==> src/rtl/tea_stream_pkg.sv <==
// Shared definitions for the TEA plaintext stream generator.
//   LFSR_POLY  - feedback mask of the 64-bit right-shift Galois LFSR
//   state_t    - 2-bit encoding of the generator FSM states
//   lfsr_next  - one LFSR step
package tea_stream_pkg;

    localparam logic [63:0] LFSR_POLY = 64'hD800000000000000;

    typedef enum logic [1:0] {
        ST_IDLE = 2'd0,
        ST_SEND = 2'd1,
        ST_GAPW = 2'd2,
        ST_FIN  = 2'd3
    } state_t;

    function automatic logic [63:0] lfsr_next(input logic [63:0] s);
        return (s >> 1) ^ (s[0] ? LFSR_POLY : 64'h0);
    endfunction

endpackage

==> src/rtl/tea_stream_gen_lfsr64.sv <==
// 64-bit Galois LFSR holding the plaintext sequence state.
//   clk, resetn : clock, asynchronous active-low reset (state clears to 0)
//   load, seed  : load seed (takes priority over step)
//   step        : advance one position
//   q           : current sequence value
module lfsr64
    import tea_stream_pkg::*;
(
    input  logic        clk,
    input  logic        resetn,
    input  logic        load,
    input  logic [63:0] seed,
    input  logic        step,
    output logic [63:0] q
);

    logic [63:0] r_state;

    always_ff @(posedge clk or negedge resetn) begin
        if (!resetn) begin
            r_state <= 64'h0;
        end else if (load) begin
            r_state <= seed;
        end else if (step) begin
            r_state <= lfsr_next(r_state);
        end
    end

    assign q = r_state;

endmodule

==> src/rtl/tea_stream_gen.sv <==
// AXI-Stream master feeding pseudo-random 64-bit plaintext to the TEA chain,
// with a tap (textI/textI_vld) for the downstream comparison checker.
//   clk, resetn       : clock, asynchronous active-low reset
//   start             : begins a run when idle
//   busy, done        : run in progress / one-cycle end-of-run pulse
//   m_tdata/tvalid/tready/tlast : AXI-Stream master
//   textI, textI_vld  : checker tap, one strobe per accepted beat
//   count             : beats accepted in the current or last run
//
// state | meaning
// IDLE  | waiting for start
// SEND  | beat presented, waiting for handshake
// GAPW  | idle gap after an accepted beat
// FIN   | done pulse, then back to IDLE
module tea_stream_gen
    import tea_stream_pkg::*;
#(
    parameter int          NUM_WORDS = 128,
    parameter int          PKT_LEN   = 16,
    parameter int          GAP       = 0,
    parameter logic [63:0] SEED      = 64'h0123456789ABCDEF
)
(
    input  logic        clk,
    input  logic        resetn,
    input  logic        start,
    output logic        busy,
    output logic        done,
    output logic [63:0] m_tdata,
    output logic        m_tvalid,
    input  logic        m_tready,
    output logic        m_tlast,
    output logic [63:0] textI,
    output logic        textI_vld,
    output logic [15:0] count
);

    localparam logic [63:0] SEED_EFF = (SEED == 64'h0) ? 64'h1 : SEED;
    localparam logic [15:0] LAST_IDX = 16'(NUM_WORDS - 1);
    localparam logic [15:0] PKT_LAST = 16'(PKT_LEN - 1);
    localparam logic [7:0]  GAP_LOAD = 8'((GAP > 0) ? (GAP - 1) : 0);

    state_t      r_state;
    logic [15:0] r_idx;
    logic [15:0] r_pkt_pos;
    logic [15:0] r_count;
    logic [7:0]  r_gap_cnt;
    logic        r_armed;
    logic        r_busy;
    logic        r_done;
    logic        r_tvalid;
    logic        r_tlast;

    logic        w_hs;
    logic        w_start_ok;
    logic [15:0] w_idx_nxt;
    logic [15:0] w_pos_nxt;
    logic [63:0] w_q;

    // r_tvalid is only ever set in SEND, so this is a handshake in SEND.
    assign w_hs       = r_tvalid & m_tready;
    // r_armed masks a start arriving on the first edge after reset release.
    assign w_start_ok = (r_state == ST_IDLE) & start & r_armed;
    assign w_idx_nxt  = r_idx + 16'd1;
    assign w_pos_nxt  = (r_pkt_pos == PKT_LAST) ? 16'd0 : r_pkt_pos + 16'd1;

    lfsr64 u_lfsr (
        .clk    (clk),
        .resetn (resetn),
        .load   (w_start_ok),
        .seed   (SEED_EFF),
        .step   (w_hs),
        .q      (w_q)
    );

    always_ff @(posedge clk or negedge resetn) begin
        if (!resetn) begin
            r_state   <= ST_IDLE;
            r_idx     <= 16'd0;
            r_pkt_pos <= 16'd0;
            r_count   <= 16'd0;
            r_gap_cnt <= 8'd0;
            r_armed   <= 1'b0;
            r_busy    <= 1'b0;
            r_done    <= 1'b0;
            r_tvalid  <= 1'b0;
            r_tlast   <= 1'b0;
        end else begin
            r_armed <= 1'b1;
            case (r_state)
                ST_IDLE: begin
                    if (w_start_ok) begin
                        r_state   <= ST_SEND;
                        r_busy    <= 1'b1;
                        r_tvalid  <= 1'b1;
                        r_count   <= 16'd0;
                        r_idx     <= 16'd0;
                        r_pkt_pos <= 16'd0;
                        r_tlast   <= (PKT_LAST == 16'd0) || (LAST_IDX == 16'd0);
                    end
                end
                ST_SEND: begin
                    if (w_hs) begin
                        r_count   <= r_count + 16'd1;
                        r_idx     <= w_idx_nxt;
                        r_pkt_pos <= w_pos_nxt;
                        if (r_idx == LAST_IDX) begin
                            r_state  <= ST_FIN;
                            r_tvalid <= 1'b0;
                            r_tlast  <= 1'b0;
                            r_busy   <= 1'b0;
                            r_done   <= 1'b1;
                        end else begin
                            // TLAST is precomputed for the beat presented next.
                            r_tlast <= (w_pos_nxt == PKT_LAST) || (w_idx_nxt == LAST_IDX);
                            if (GAP > 0) begin
                                r_state   <= ST_GAPW;
                                r_tvalid  <= 1'b0;
                                r_gap_cnt <= GAP_LOAD;
                            end
                        end
                    end
                end
                ST_GAPW: begin
                    if (r_gap_cnt == 8'd0) begin
                        r_state  <= ST_SEND;
                        r_tvalid <= 1'b1;
                    end else begin
                        r_gap_cnt <= r_gap_cnt - 8'd1;
                    end
                end
                ST_FIN: begin
                    r_done  <= 1'b0;
                    r_state <= ST_IDLE;
                end
                default: r_state <= ST_IDLE;
            endcase
        end
    end

    assign busy      = r_busy;
    assign done      = r_done;
    assign m_tdata   = w_q;
    assign m_tvalid  = r_tvalid;
    assign m_tlast   = r_tlast;
    assign textI     = w_q;
    assign textI_vld = r_tvalid & m_tready;
    assign count     = r_count;

endmodule

==> config.mk <==
export PLATFORM = sky130hd
export DESIGN_NAME = tea_stream_gen
export DESIGN_NICKNAME = d
export VERILOG_FILES = /design/src/rtl/tea_stream_pkg.sv /design/src/rtl/tea_stream_gen_lfsr64.sv /design/src/rtl/tea_stream_gen.sv
export SDC_FILE = /design/constraint.sdc
export NUM_CORES = 1
export LEC_CHECK = 0
export CORE_ASPECT_RATIO = 1.5
export CORE_UTILIZATION = 35
export CTS_BUF_LIST = sky130_fd_sc_hd__clkbuf_16
export DETAILED_ROUTE_END_ITERATION = 16
export PLACE_DENSITY_LB_ADDON = 0.2
export SYNTH_ARGS = -nofsm -noshare
export SYNTH_HDL_FRONTEND = slang
export SYNTH_SLANG_ARGS = --single-unit
==> constraint.sdc <==
create_clock -name clk -period 2.2 [get_ports clk]
set_input_delay 0.66 -clock clk [delete_from_list [all_inputs] [get_ports clk]]
set_output_delay 0.66 -clock clk [all_outputs]
set_load 0.03 [all_outputs]
==> results of run 1 <==
[Yosys cell counts, types with 3 or more instances]
master	n
or3_1	8
xnor2_1	10
nand3b_1	3
inv_1	5
a21oi_1	47
o21ai_0	51
dfrtp_1	127
nand2_1	165
ha_1	5
a211oi_1	3
nand3_1	53
a31oi_1	9
and3_1	7
nor3_1	12
clkbuf_1	23
nand2b_1	4
buf_4	64
buf_1	9
buf_2	12
nor2_1	40
xor2_1	15
nand4_1	9
o31ai_1	10
nor4_1	8
[where the power goes]
group          switching (mW)  internal (mW)  leakage (nW)
sequential              0.685           2.93          1.64
clock                    1.13           1.56         0.260
combinational            3.31           2.01          2.88
total                    5.12           6.51          4.79
[metrics by stage]
step                      TNS (ns)  hold WS [ns]  util, %
final                            0         0.146     47.8
after global placement       -5.30         0.462     44.1
after detailed placement     -6.90         0.462     44.1
after CTS                        0         0.134     46.9
after global routing      -0.00638         0.152     47.8
after floorplan                  0         0.364        -
[state kept, by name (all words and copies together) (netlist names)]
name       flops
u_lfsr.q      64
count         16
r_idx         16
r_pkt_pos     16
r_gap_cnt      8
r_state        2
busy           1
done           1
m_tlast        1
m_tvalid       1
r_armed        1
[per-layer routing]
metal	global-route usage, %	share of wire, %	vias up
met5	0	0	-
met4	6.27	1.6	0
met3	3.28	4.5	21
met2	32.2	52	163
met1	21.9	42	2747
li1	-	-	2734
[timing repair]
action | in CTS | in global routing
pin swaps | 0 | 0
gates resized for setup | 52 | 67
setup buffers | 1 | 0
hold buffers | 0 | 0
endpoints found under the setup margin | 55 | 70
[logic make-up (layout without fill, tap and decap cells)]
logic type | count (synthesis) | in the layout
fa+ha+maj | 5 | 5
simple gates | 333 | 333
buf+inv | 114 | 237
mux | 5 | 5
xor+xnor | 25 | 25
compound gates | 136 | 136
flops | 127 | 127
other cells | 1 | 1
[area by class of cell]
type                       instances  area [µm²]
fill                            1827        9680
sequential                       127        3180
multi-input combinational        505        2760
timing repair buffer             199        2030
clock buffer                      17         425
tap                              252         315
clock inverter                    15         138
inverter                           6        25.0
[worst min path at each step]
stage / from / end / slack (ns) / cells past startpoint
4_1_cts: resetn / u_lfsr.q[2] / 0.13 / 1
5_1_grt: resetn / u_lfsr.q[3] / 0.15 / 1
3_3_place_gp: r_gap_cnt[5] / r_gap_cnt[5] / 0.46 / 1
2_1_floorplan: resetn / busy / 0.36 / 0
6_report: resetn / u_lfsr.q[4] / 0.15 / 1
3_5_place_dp: r_gap_cnt[5] / r_gap_cnt[5] / 0.46 / 1
==> reports/metrics.yaml, run 1 <==
status: "finished, final reports clean"
clk_latency_ns: 0.42
finalMaxSlewViolations: 0
die-area_um2: 19500
grt_max_degree: 62
cts_tree: "yes"
grt_pass1_vias: 5292
avgViaCountPerCell: 5.05
layout.nets: 865
final_area_um2: 8870
peakVddDrop_mv: 0.424
finClkSkew_ns: 0.00570
path_class: "reg -> out"
ys_seq_elements: 127
post-place-ws_ns: -0.279
synth-edff-count: 0
critPathRequiredTime_ns: 1.54
layout.cells.most_common: "nand2_1"
arrival_ns: 1.51
wirelength_um: 17100
final_cells: 1121
setup_slack_ns: 0.0338
hold_path_class: "in -> async"
initial_core_util_pct: 35.7
rows: 61
hold_viol: 0
track_usage_pct: 18.2
cts_made_buffers: 17
dp_hpwl_um: 11800
dp.cells: 1088
fin_crit_ns: 2.17
ant_nets: 0
path_clk_slew_ns: 0.06
grt_pass1_wl_um: 27400
max_stage_delay_ns: 0.69
relSlewSlack_pct: 57.2
max_cap_viol_count: 0
powerDensity_nw_per_um2: 1310
antenna_found_initial: 0
fmax_mhz: 462
crit_fanout: 4
synthAdderAreaFrac_pct: 0.946
gp_congestion: 0.818
layout_common_cells: "164 x nand2_1, 127 x dfrtp_1, 66 x dlymetal6s2s_1"
synth-xor-area-share_pct: 3.31
synth_compound_area_share_pct: 12.0
drc: 0
ff2ff_setup_slack_ns: 0.18
post-route-period-util_pct: 98.5
io_pins: 153
detail_route.iter0.violations: 340
fp.coreArea_um2: 18500
cp_num_buf_inv: 1
worst_r2r_endpoint: "m_tlast"
path_depth: 1
synth_cell_types: 62
setup_violations: 0
p_total_mw: 11.6
endpoint: "textI[12]"
cp-startpoint: "u_lfsr.q[12]"
dieWidth_um: 114
route.vias.total: 5665
clkSinkCount: 127
yosysSeqAreaShare_pct: 48.0
power.static_leakage_nw: 4.79
root_buffer: "clkbuf_16"
firstDrtPassIters: 4
placed_area_um2: 8190
async_reset_ff_share_pct: 100
cp-end-kind: "output port"
antennaDiodeCount: 0
syn_to_final_growth_pct: 34.1
synthMuxAreaShare_pct: 0.813
synth-simple-area-share_pct: 24.5
syn_nets: 755
syn_area_um2: 6620
startpoint_type: "flip-flop"
htree_num_levels: 4
yosys.area.top_type: "dfrtp_1"
synth_top_family_by_area: "simple AND/OR/NAND/NOR gates"
synth_area_leaders: "dfrtp_1 48%, nand2_1 9.4%, buf_4 7.3%, nand3_1 4.0%, o21ai_0 3.9%"
tightest_slew_ns: 0.642
critPathSlowestCell: "clkdlybuf4s50_1"
die_h_um: 170
synth_top_area_share_pct: 48.0
port_buffers: 152
r2r.worst_path.cells: 8
critPathTopFamily: "buffers and inverters"
synth.avg_cell_area_um2: 8.87
clock_tree.buffer_depth: 2
worstPathCellList: "clkdlybuf4s50_1"
ys.flop_type: "dfrtp_1"
timing.rr.start: "r_pkt_pos[0]"
drive_gt1_share_pct: 12.0
synth_cells: 746
yosysWarnings: 0
grt_overflow_total: 0
wire_per_inst_um: 15.2
(Power assumes the default switching activity.)
==> inputs of run 2 (changes only) <==
==> constraint.sdc (replaced) <==
create_clock -name clk -period 2 [get_ports clk]
set_input_delay 0.6 -clock clk [delete_from_list [all_inputs] [get_ports clk]]
set_output_delay 0.6 -clock clk [all_outputs]
set_load 0.03 [all_outputs]
==> run 2 against run 1 <==
Compared with the run above: register-to-register slack got worse by 0.05 ns; setup slack better by 0.0046 ns; core utilization decreased by 0.061 points; clock skew grew 0.0037 ns; sequential cell count stayed put; sequential power grew 9.7%; hold slack better by 0.027 ns; via count grew 0.37%; non-clock buffer count is 24 higher; global-route usage is 0.22 points lower; power up 7.6%; final cell count is 2.1% higher.
==> reports/metrics.yaml, run 2 (synthesized netlist as in run 1, its figures left out) <==
rsz0062_at_grt: "true"
register_area_um2: 3180  # about the same
startpoint_type: "input pin"  # was flip-flop
relSlewSlack_pct: 64.2  # was 57.2%
io_pins: 153  # unchanged
hold_viol: 0  # unchanged
firstDrtPassIters: 5  # was 4
p_total_mw: 12.5  # was 11.6 mW
die-area_um2: 19500  # unchanged
tightest_slew_ns: 0.532  # was 0.642 ns
route.vias.total: 5686  # was 5,665
drive_gt1_share_pct: 15.8  # was 12.0%
arrival_ns: 1.36  # was 1.51 ns
wirelength_um: 16800  # was 17,100 µm
cp-end-kind: "output port"  # unchanged
holdWs_ns: 0.173  # was 0.146 ns
layout_common_cells: "164 x nand2_1, 149 x dlygate4sd2_1, 122 x dfrtp_1"  # was 164 x nand2_1, 127 x dfrtp_1, 66 x dlymetal6s2s_1
htree_num_levels: 4  # unchanged
avgViaCountPerCell: 4.97  # was 5.05
utilization_pct: 47.8  # about the same
cts_tree: "yes"  # unchanged
finalMaxSlewViolations: 0  # unchanged
root_buffer: "clkbuf_16"  # unchanged
critPathRequiredTime_ns: 1.40  # was 1.54 ns
dieWidth_um: 114  # unchanged
track_usage_pct: 17.9  # was 18.2%
layout.nets: 889  # was 865
clk_latency_ns: 0.42  # about the same
wire_per_inst_um: 14.7  # was 15.2 µm
gp_congestion: 0.851  # was 0.818
hold_path_class: "in -> async"  # unchanged
multi_input_area_um2: 2820  # was 2760 µm²
path_class: "in -> out"  # was reg -> out
max_cap_viol_count: 0  # unchanged
grt_pass1_wl_um: 27400  # about the same
antenna_found_initial: 0  # unchanged
fin_crit_ns: 1.96
finClkSkew_ns: 0.00942  # was 0.00570 ns
post-route-period-util_pct: 98.1
clkSinkCount: 127  # unchanged
port_buffers: 152  # unchanged
fillers: 1865  # was 1,827
status: "finished, final reports clean"  # unchanged
crit_fanout: 2  # was 4
antennaDiodeCount: 0  # unchanged
initial_core_util_pct: 35.7  # unchanged
ant_nets: 0  # unchanged
dp_hpwl_um: 12000  # was 11,800 µm
setup_violations: 0  # unchanged
fmax_mhz: 510
grt_overflow_total: 0  # unchanged
fp.coreArea_um2: 18500  # unchanged
grt_pass1_vias: 5408  # was 5,292
largest_reg_flops: 64  # unchanged
drc: 0  # unchanged
powerDensity_nw_per_um2: 1410  # was 1310 nW/µm²
ff2ff_setup_slack_ns: 0.13  # was 0.18 ns
peakVddDrop_mv: 0.498  # was 0.424 mV
layout.cells.most_common: "nand2_1"  # unchanged
grt_max_degree: 67  # was 62
die_h_um: 170  # unchanged
cts_made_buffers: 17  # unchanged
power.static_leakage_nw: 4.35  # was 4.79 nW
syn_to_final_growth_pct: 33.9  # was 34.1%
path_clk_slew_ns: 0.06  # about the same
postCtsHoldBufs: 0  # unchanged
rows: 61  # unchanged
clock_tree.buffer_depth: 2  # unchanged
detail_route.iter0.violations: 340  # unchanged
## run 2: worst max-delay path: stages
cell and delay, ns:
dlygate4sd2_1 0.26, buf_4 0.14, nand2_2 0.05, buf_4 0.13, inv_2 0.05, buf_6 0.13
## run 2: stage by stage
step	worst slack, ns	setup TNS, ns	instances	area (µm²)
5_1_grt	-0.00354	-0.00354	1145	8860
4_1_cts	0.0368	0	1143	8790
6_report	0.0384	0	1145	8860
3_3_place_gp	-0.359	-19.28	1111	8370
3_5_place_dp	-0.379	-20.35	1111	8370
2_1_floorplan	0.0723	0	746	6620
## run 2: repair_timing
item | in CTS | in global routing
resized for setup | 152 | 15
pin swaps | 0 | 6
setup endpoints to repair | 150 | 4
setup buffers | 0 | 2
## run 2: cell type report
type	count	area share [%]
well taps	252	3.56
multi-input cells	505	31.8
clock inverters	15	1.82
flip-flops and latches	127	35.9
inverters	6	0.254
repair buffers	223	21.8
clock buffers	17	4.80
## run 2: layer usage
layer	vias up	global-route usage, %	routed length, µm
met1	2737	20.3	6880
met3	19	3.99	740
met4	0	6.04	265
met5	-	0	0
li1	2776	-	-
met2	154	32.9	8960
## run 2: worst paths after layout
check,from,to,cells past startpoint
setup / recovery,m_tready,textI_vld,6
hold / removal,resetn,u_lfsr.q[2],2
setup reg to reg,r_pkt_pos[0],m_tlast,7
hold reg to reg,r_gap_cnt[5],r_gap_cnt[5],1
max in group asynchronous,resetn,r_pkt_pos[8],2
min in group clk,r_gap_cnt[5],r_gap_cnt[5],1
## run 2: where the power goes
part | leakage (nW) | switching (mW) | total (mW) | internal, mW
combinational | 2.43 | 3.64 | 5.47 | 1.83
sequential | 1.64 | 0.739 | 3.97 | 3.23
clock | 0.288 | 1.22 | 3.08 | 1.85
total | 4.35 | 5.60 | 12.5 | 6.91
